**src/rtl/vending_ctrl.sv**
```systemverilog
// Coin-operated vending controller: accumulates credit from four coin denominations,
// pulses vend at PRICE, and returns change/refunds through a valid/ready handshake.
module vending_ctrl #(
    parameter int PRICE     = 15,
    parameter int COIN_VAL0 = 5,
    parameter int COIN_VAL1 = 10,
    parameter int COIN_VAL2 = 25,
    parameter int COIN_VAL3 = 50,
    parameter int CREDIT_W  = 7,
    parameter int CNT_W     = 8
) (
    input  logic                clk,
    input  logic                reset,
    input  logic                coin_valid,
    input  logic [1:0]          coin_sel,
    output logic                coin_ready,
    input  logic                cancel,
    output logic                vend,
    output logic [CREDIT_W-1:0] credit,
    output logic                change_valid,
    output logic [CREDIT_W-1:0] change_amount,
    input  logic                change_ready,
    output logic [CNT_W-1:0]    vend_count
);

    localparam int MAX01    = (COIN_VAL0 > COIN_VAL1) ? COIN_VAL0 : COIN_VAL1;
    localparam int MAX23    = (COIN_VAL2 > COIN_VAL3) ? COIN_VAL2 : COIN_VAL3;
    localparam int MAX_COIN = (MAX01 > MAX23) ? MAX01 : MAX23;

    // Largest reachable sum is PRICE-1 of leftover credit plus the biggest coin.
    if (PRICE <= 0 || (PRICE - 1 + MAX_COIN) >= (2 ** CREDIT_W)) begin : g_param_err
        $error("vending_ctrl: PRICE must be >0 and CREDIT_W must hold PRICE-1+max coin");
    end

    typedef enum logic [1:0] {S_COLLECT, S_VEND, S_REFUND} state_t;

    state_t              state, state_nxt;
    logic [CREDIT_W-1:0] coin_val, sum;
    logic [CREDIT_W-1:0] credit_nxt, amount_nxt;
    logic                vend_nxt, cv_nxt;
    logic [CNT_W-1:0]    count_nxt;
    logic                coin_acc;

    assign coin_ready = (state == S_COLLECT);
    assign coin_acc   = coin_valid && coin_ready;

    always_comb begin
        coin_val = CREDIT_W'(COIN_VAL0);
        case (coin_sel)
            2'd0: coin_val = CREDIT_W'(COIN_VAL0);
            2'd1: coin_val = CREDIT_W'(COIN_VAL1);
            2'd2: coin_val = CREDIT_W'(COIN_VAL2);
            2'd3: coin_val = CREDIT_W'(COIN_VAL3);
            default: coin_val = CREDIT_W'(COIN_VAL0);
        endcase
    end

    assign sum = credit + coin_val;

    always_comb begin
        state_nxt  = state;
        credit_nxt = credit;
        vend_nxt   = 1'b0;
        cv_nxt     = change_valid;
        amount_nxt = change_amount;
        count_nxt  = vend_count;
        case (state)
            S_COLLECT: begin
                if (coin_acc) begin
                    if (sum >= CREDIT_W'(PRICE)) begin
                        // A completed purchase wins over a simultaneous cancel.
                        state_nxt  = S_VEND;
                        vend_nxt   = 1'b1;
                        credit_nxt = sum - CREDIT_W'(PRICE);
                        count_nxt  = vend_count + 1'b1;
                    end else begin
                        credit_nxt = sum;
                        if (cancel) begin
                            state_nxt  = S_REFUND;
                            cv_nxt     = 1'b1;
                            amount_nxt = sum;
                        end
                    end
                end else if (cancel && credit != '0) begin
                    state_nxt  = S_REFUND;
                    cv_nxt     = 1'b1;
                    amount_nxt = credit;
                end
            end
            S_VEND: begin
                if (credit != '0) begin
                    state_nxt  = S_REFUND;
                    cv_nxt     = 1'b1;
                    amount_nxt = credit;
                end else begin
                    state_nxt = S_COLLECT;
                end
            end
            S_REFUND: begin
                if (change_ready) begin
                    state_nxt  = S_COLLECT;
                    credit_nxt = '0;
                    cv_nxt     = 1'b0;
                    amount_nxt = '0;
                end
            end
            default: begin
                state_nxt  = S_COLLECT;
                credit_nxt = '0;
                cv_nxt     = 1'b0;
                amount_nxt = '0;
            end
        endcase
    end

    always_ff @(posedge clk) begin
        if (reset) begin
            state         <= S_COLLECT;
            credit        <= '0;
            vend          <= 1'b0;
            change_valid  <= 1'b0;
            change_amount <= '0;
            vend_count    <= '0;
        end else begin
            state         <= state_nxt;
            credit        <= credit_nxt;
            vend          <= vend_nxt;
            change_valid  <= cv_nxt;
            change_amount <= amount_nxt;
            vend_count    <= count_nxt;
        end
    end

endmodule

```
**config.mk**
```make
export PLATFORM = sky130hd
export DESIGN_NAME = vending_ctrl
export DESIGN_NICKNAME = d
export VERILOG_FILES = /design/src/rtl/vending_ctrl.sv
export SDC_FILE = /design/constraint.sdc
export NUM_CORES = 1
export LEC_CHECK = 0
export ABC_AREA = 1
export ABC_CLOCK_PERIOD_IN_PS = 4250
export BUFFER_PORTS_ARGS = -buffer_cell sky130_fd_sc_hd__buf_2
export CAP_MARGIN = 20
export CORE_UTILIZATION = 50
export DETAILED_ROUTE_END_ITERATION = 8
export PLACE_DENSITY = 0.76
export SLEW_MARGIN = 20
export SYNTH_ARGS = -nofsm -noshare
export SYNTH_HDL_FRONTEND = slang
export SYNTH_SLANG_ARGS = --single-unit
export TNS_END_PERCENT = 100
```
**constraint.sdc**
```tcl
create_clock -name clk -period 4.25 [get_ports clk]
set_input_delay 1.0625 -clock clk [delete_from_list [all_inputs] [get_ports clk]]
set_output_delay 1.0625 -clock clk [all_outputs]
set_load 0.03 [all_outputs]
```
==> impl_metrics.yaml <==
run_status:
  status: "completed"
global_route:
  grt_pass1_vias: 1461
  overflow: 0
  grt_pass1_wl_um: 6130
  track_usage: 0.219
  grt_max_degree: 25
  antenna_found_initial: 0
worst_setup_path:
  cp-end-kind: "register"
  crit_buf_inv: 5
  crit_fanout: 20
  rr_startpoint: "credit[0]$_SDFFE_PP0P_"
  path_cells: "buf_2 -> inv_1 -> ha_1 -> or2_2 -> ha_1 -> inv_1 -> fa_1 -> inv_1 -> ha_1 -> inv_1 -> nor2_1 -> nand3_2 -> nand2_2 -> nor2_4 -> nand2_4 -> nand2_4 -> nand2_4 -> nand2_1 -> a21oi_1"
  cp_common_cell: "inv_1"
  crit_cells: 19
  r2r_slack_ns: 1.65
  worst_ep_required_time_ns: 4.51
  max_stage_delay_ns: 0.41
  reg2regPathDepth: 15
  r2r_end: "change_amount[4]$_SDFFE_PP0P_"
  arrival_ns: 3.80
  cp-startpoint: "coin_sel[1]"
  startpoint_type: "input port"
  cpMaxStageDelayCell: "fa_1"
  path_class: "in2reg"
  cp_top_family: "simple AND/OR/NAND/NOR gates"
  crit_path_end: "change_amount[4]$_SDFFE_PP0P_"
synth:
  synth_top_area_cell: "dfxtp_1"
  avgSynthCellArea_um2: 6.75
  syn-num-nets: 276
  yosysSeqAreaShare: 0.301
  syn_inst: 256
  ys_types: 27
  synth_area_leaders: "dfxtp_1 (30%), nand2_1 (15%), ha_1 (8.7%), nand3_1 (8.7%), a21oi_1 (6.9%)"
  yosysWarnings: 0
  ys_ff_latch: 26
  synth_top_area_frac: 0.301
  syn_area_um2: 1730
sta:
  drv_slew: 0
  rsz0062_at_grt: "no"
  finalHoldViolations: 0
  period_needed_ns: 3.55
  tns_ns: 0
  worst_slack_ns: 0.703
  setup_viol: 0
  relSlewSlack: 0.645
  worstMarginPinSlew_ns: 0.532
  fin_crit_sh: 0.835
  finalClockSkew_ns: 0.00734
  max_freq_mhz: 282
power_and_ir_drop:
  power_leakage_nw: 0.996
  peakVddDrop_mv: 0.336
  p_per_area_nw_per_um2: 660
  p_total_mw: 1.28
clock_tree:
  cts_buffers: 3
  clkTransAtPathRegs_ns: 0.14
  postCtsSetupBuffers: 0
  clkSinkCount: 26
  clockRootBuffer: "clkbuf_4"
  postCtsHoldBufs: 0
  postCtsResizedCells: 0
  cts_max_level: 1
  clk_latency_ns: 0.32
  cts_tree: "yes"
  clockBufferDepth: 2
final_layout:
  diodes: 0
  layout_commonest_cell: "nand2_1"
  drive_above_1_share: 0.182
  layout_common_cells: "nand2_1 (68), inv_1 (32), buf_2 (31), nand3_1 (30), dfxtp_1 (26)"
  final_util: 0.610
  nets: 306
  n_fill_cell: 328
  syn_to_final_growth_pct: 12.2
  fin_cells: 329
routing:
  avgViaCountPerCell: 5.04
  dr.first_iter.drc_count: 96
  firstDrtPassIters: 4
  routedWlPerCell_um: 11.2
  drtAntennaViolNets: 0
  vias: 1657
  drt-total-wl_um: 3690
  route.detailed.drc: 0
floorplan:
  initial_core_util: 0.544
  row_count: 20
  core_um2: 3180
  die_w_um: 60.8
  ios: 32
  fp.dieH_um: 60.8
  die_area_um2: 3700
placed_design:
  preCtsSetupSlack_ns: 0.347
  dpl.hpwl_um: 2880
  place_inst: 325
  numPortBuffers: 31
  place_congestion: 0.952
flow_run:
  cap_violations: 0
hold_path:
  min_path_cells: 2
  hp-class: "reg2reg"
## synth_stat cells, drive strengths merged
cell type  instances
nand3             32
or2                1
nand3b             1
nor3               2
xor2               5
a21oi             24
clkbuf             2
ha                12
dfxtp             26
nand4              4
nand2             76
fa                 1
xnor2              3
buf                4
o21ai              9
inv               33
nor2              18
o22ai              3
## routing by layer
metal  wire length, um  share of wire  GRT usage  vias up
li1                  -              -          -      889
met1              1850           0.50      0.283      720
met2              1650           0.45      0.377       42
met3               149          0.040     0.0469        6
met4                42          0.011     0.0487        0
met5                 0              0          0        -
## through the flow
stage	cell area, um^2	hold WS, ns
floorplan	1730	0.538
global placement	1900	0.452
detailed placement	1900	0.450
CTS	1940	0.472
global route	1940	0.485
finish	1940	0.472
## tightest hold or removal path, delay by kind of cell (launching register included)
kind,cells,cell delay [ns]
AND/OR/NAND/NOR,1,0.06
flip-flops,1,0.33
AO/OA/AOI/OAI,1,0.05
## power breakdown
part | switching, mW | leakage, nW | internal (mW)
registers | 0.0499 | 0.212 | 0.305
logic | 0.559 | 0.763 | 0.242
clock network | 0.0714 | 0.0210 | 0.0524
total | 0.680 | 0.996 | 0.599
## flip-flops by register name (all words and copies together), names as in the netlist
| name | count |
|---|---|
| state | 2 |
| credit | 7 |
| vend | 1 |
| vend_count | 8 |
| change_amount | 7 |
| change_valid | 1 |
## layout make-up
class / instances / area, um^2 / share of cell area
Multi-Input combinational cell: 191 / 1050 / 0.541
Clock buffer: 4 / 36.3 / 0.0187
Inverter: 33 / 124 / 0.0639
Tap cell: 44 / 55.1 / 0.0284
Timing Repair Buffer: 31 / 155 / 0.0800
Sequential cell: 26 / 520 / 0.268
## how the worst min path moves through the flow
stage | start | to | slack, ns
2_1_floorplan | state[1]$_SDFFE_PP0P_ | state[1]$_SDFFE_PP0P_ | 0.54
3_3_place_gp | change_valid$_SDFFE_PP0P_ | change_valid$_SDFFE_PP0P_ | 0.45
3_5_place_dp | change_amount[6]$_SDFFE_PP0P_ | change_amount[6]$_SDFFE_PP0P_ | 0.45
4_1_cts | change_amount[3]$_SDFFE_PP0P_ | change_amount[3]$_SDFFE_PP0P_ | 0.47
5_1_grt | change_amount[4]$_SDFFE_PP0P_ | change_amount[4]$_SDFFE_PP0P_ | 0.49
6_report | change_amount[3]$_SDFFE_PP0P_ | change_amount[3]$_SDFFE_PP0P_ | 0.47
## cell families after synthesis
| group | share of synthesized area |
|---|---|
| flops | 0.301 |
| fa+ha+maj | 0.0984 |
| simple gates | 0.361 |
| xor+xnor | 0.0405 |
| buf+inv | 0.0926 |
| compound gates | 0.106 |
Power figures use the tool's default switching activity.
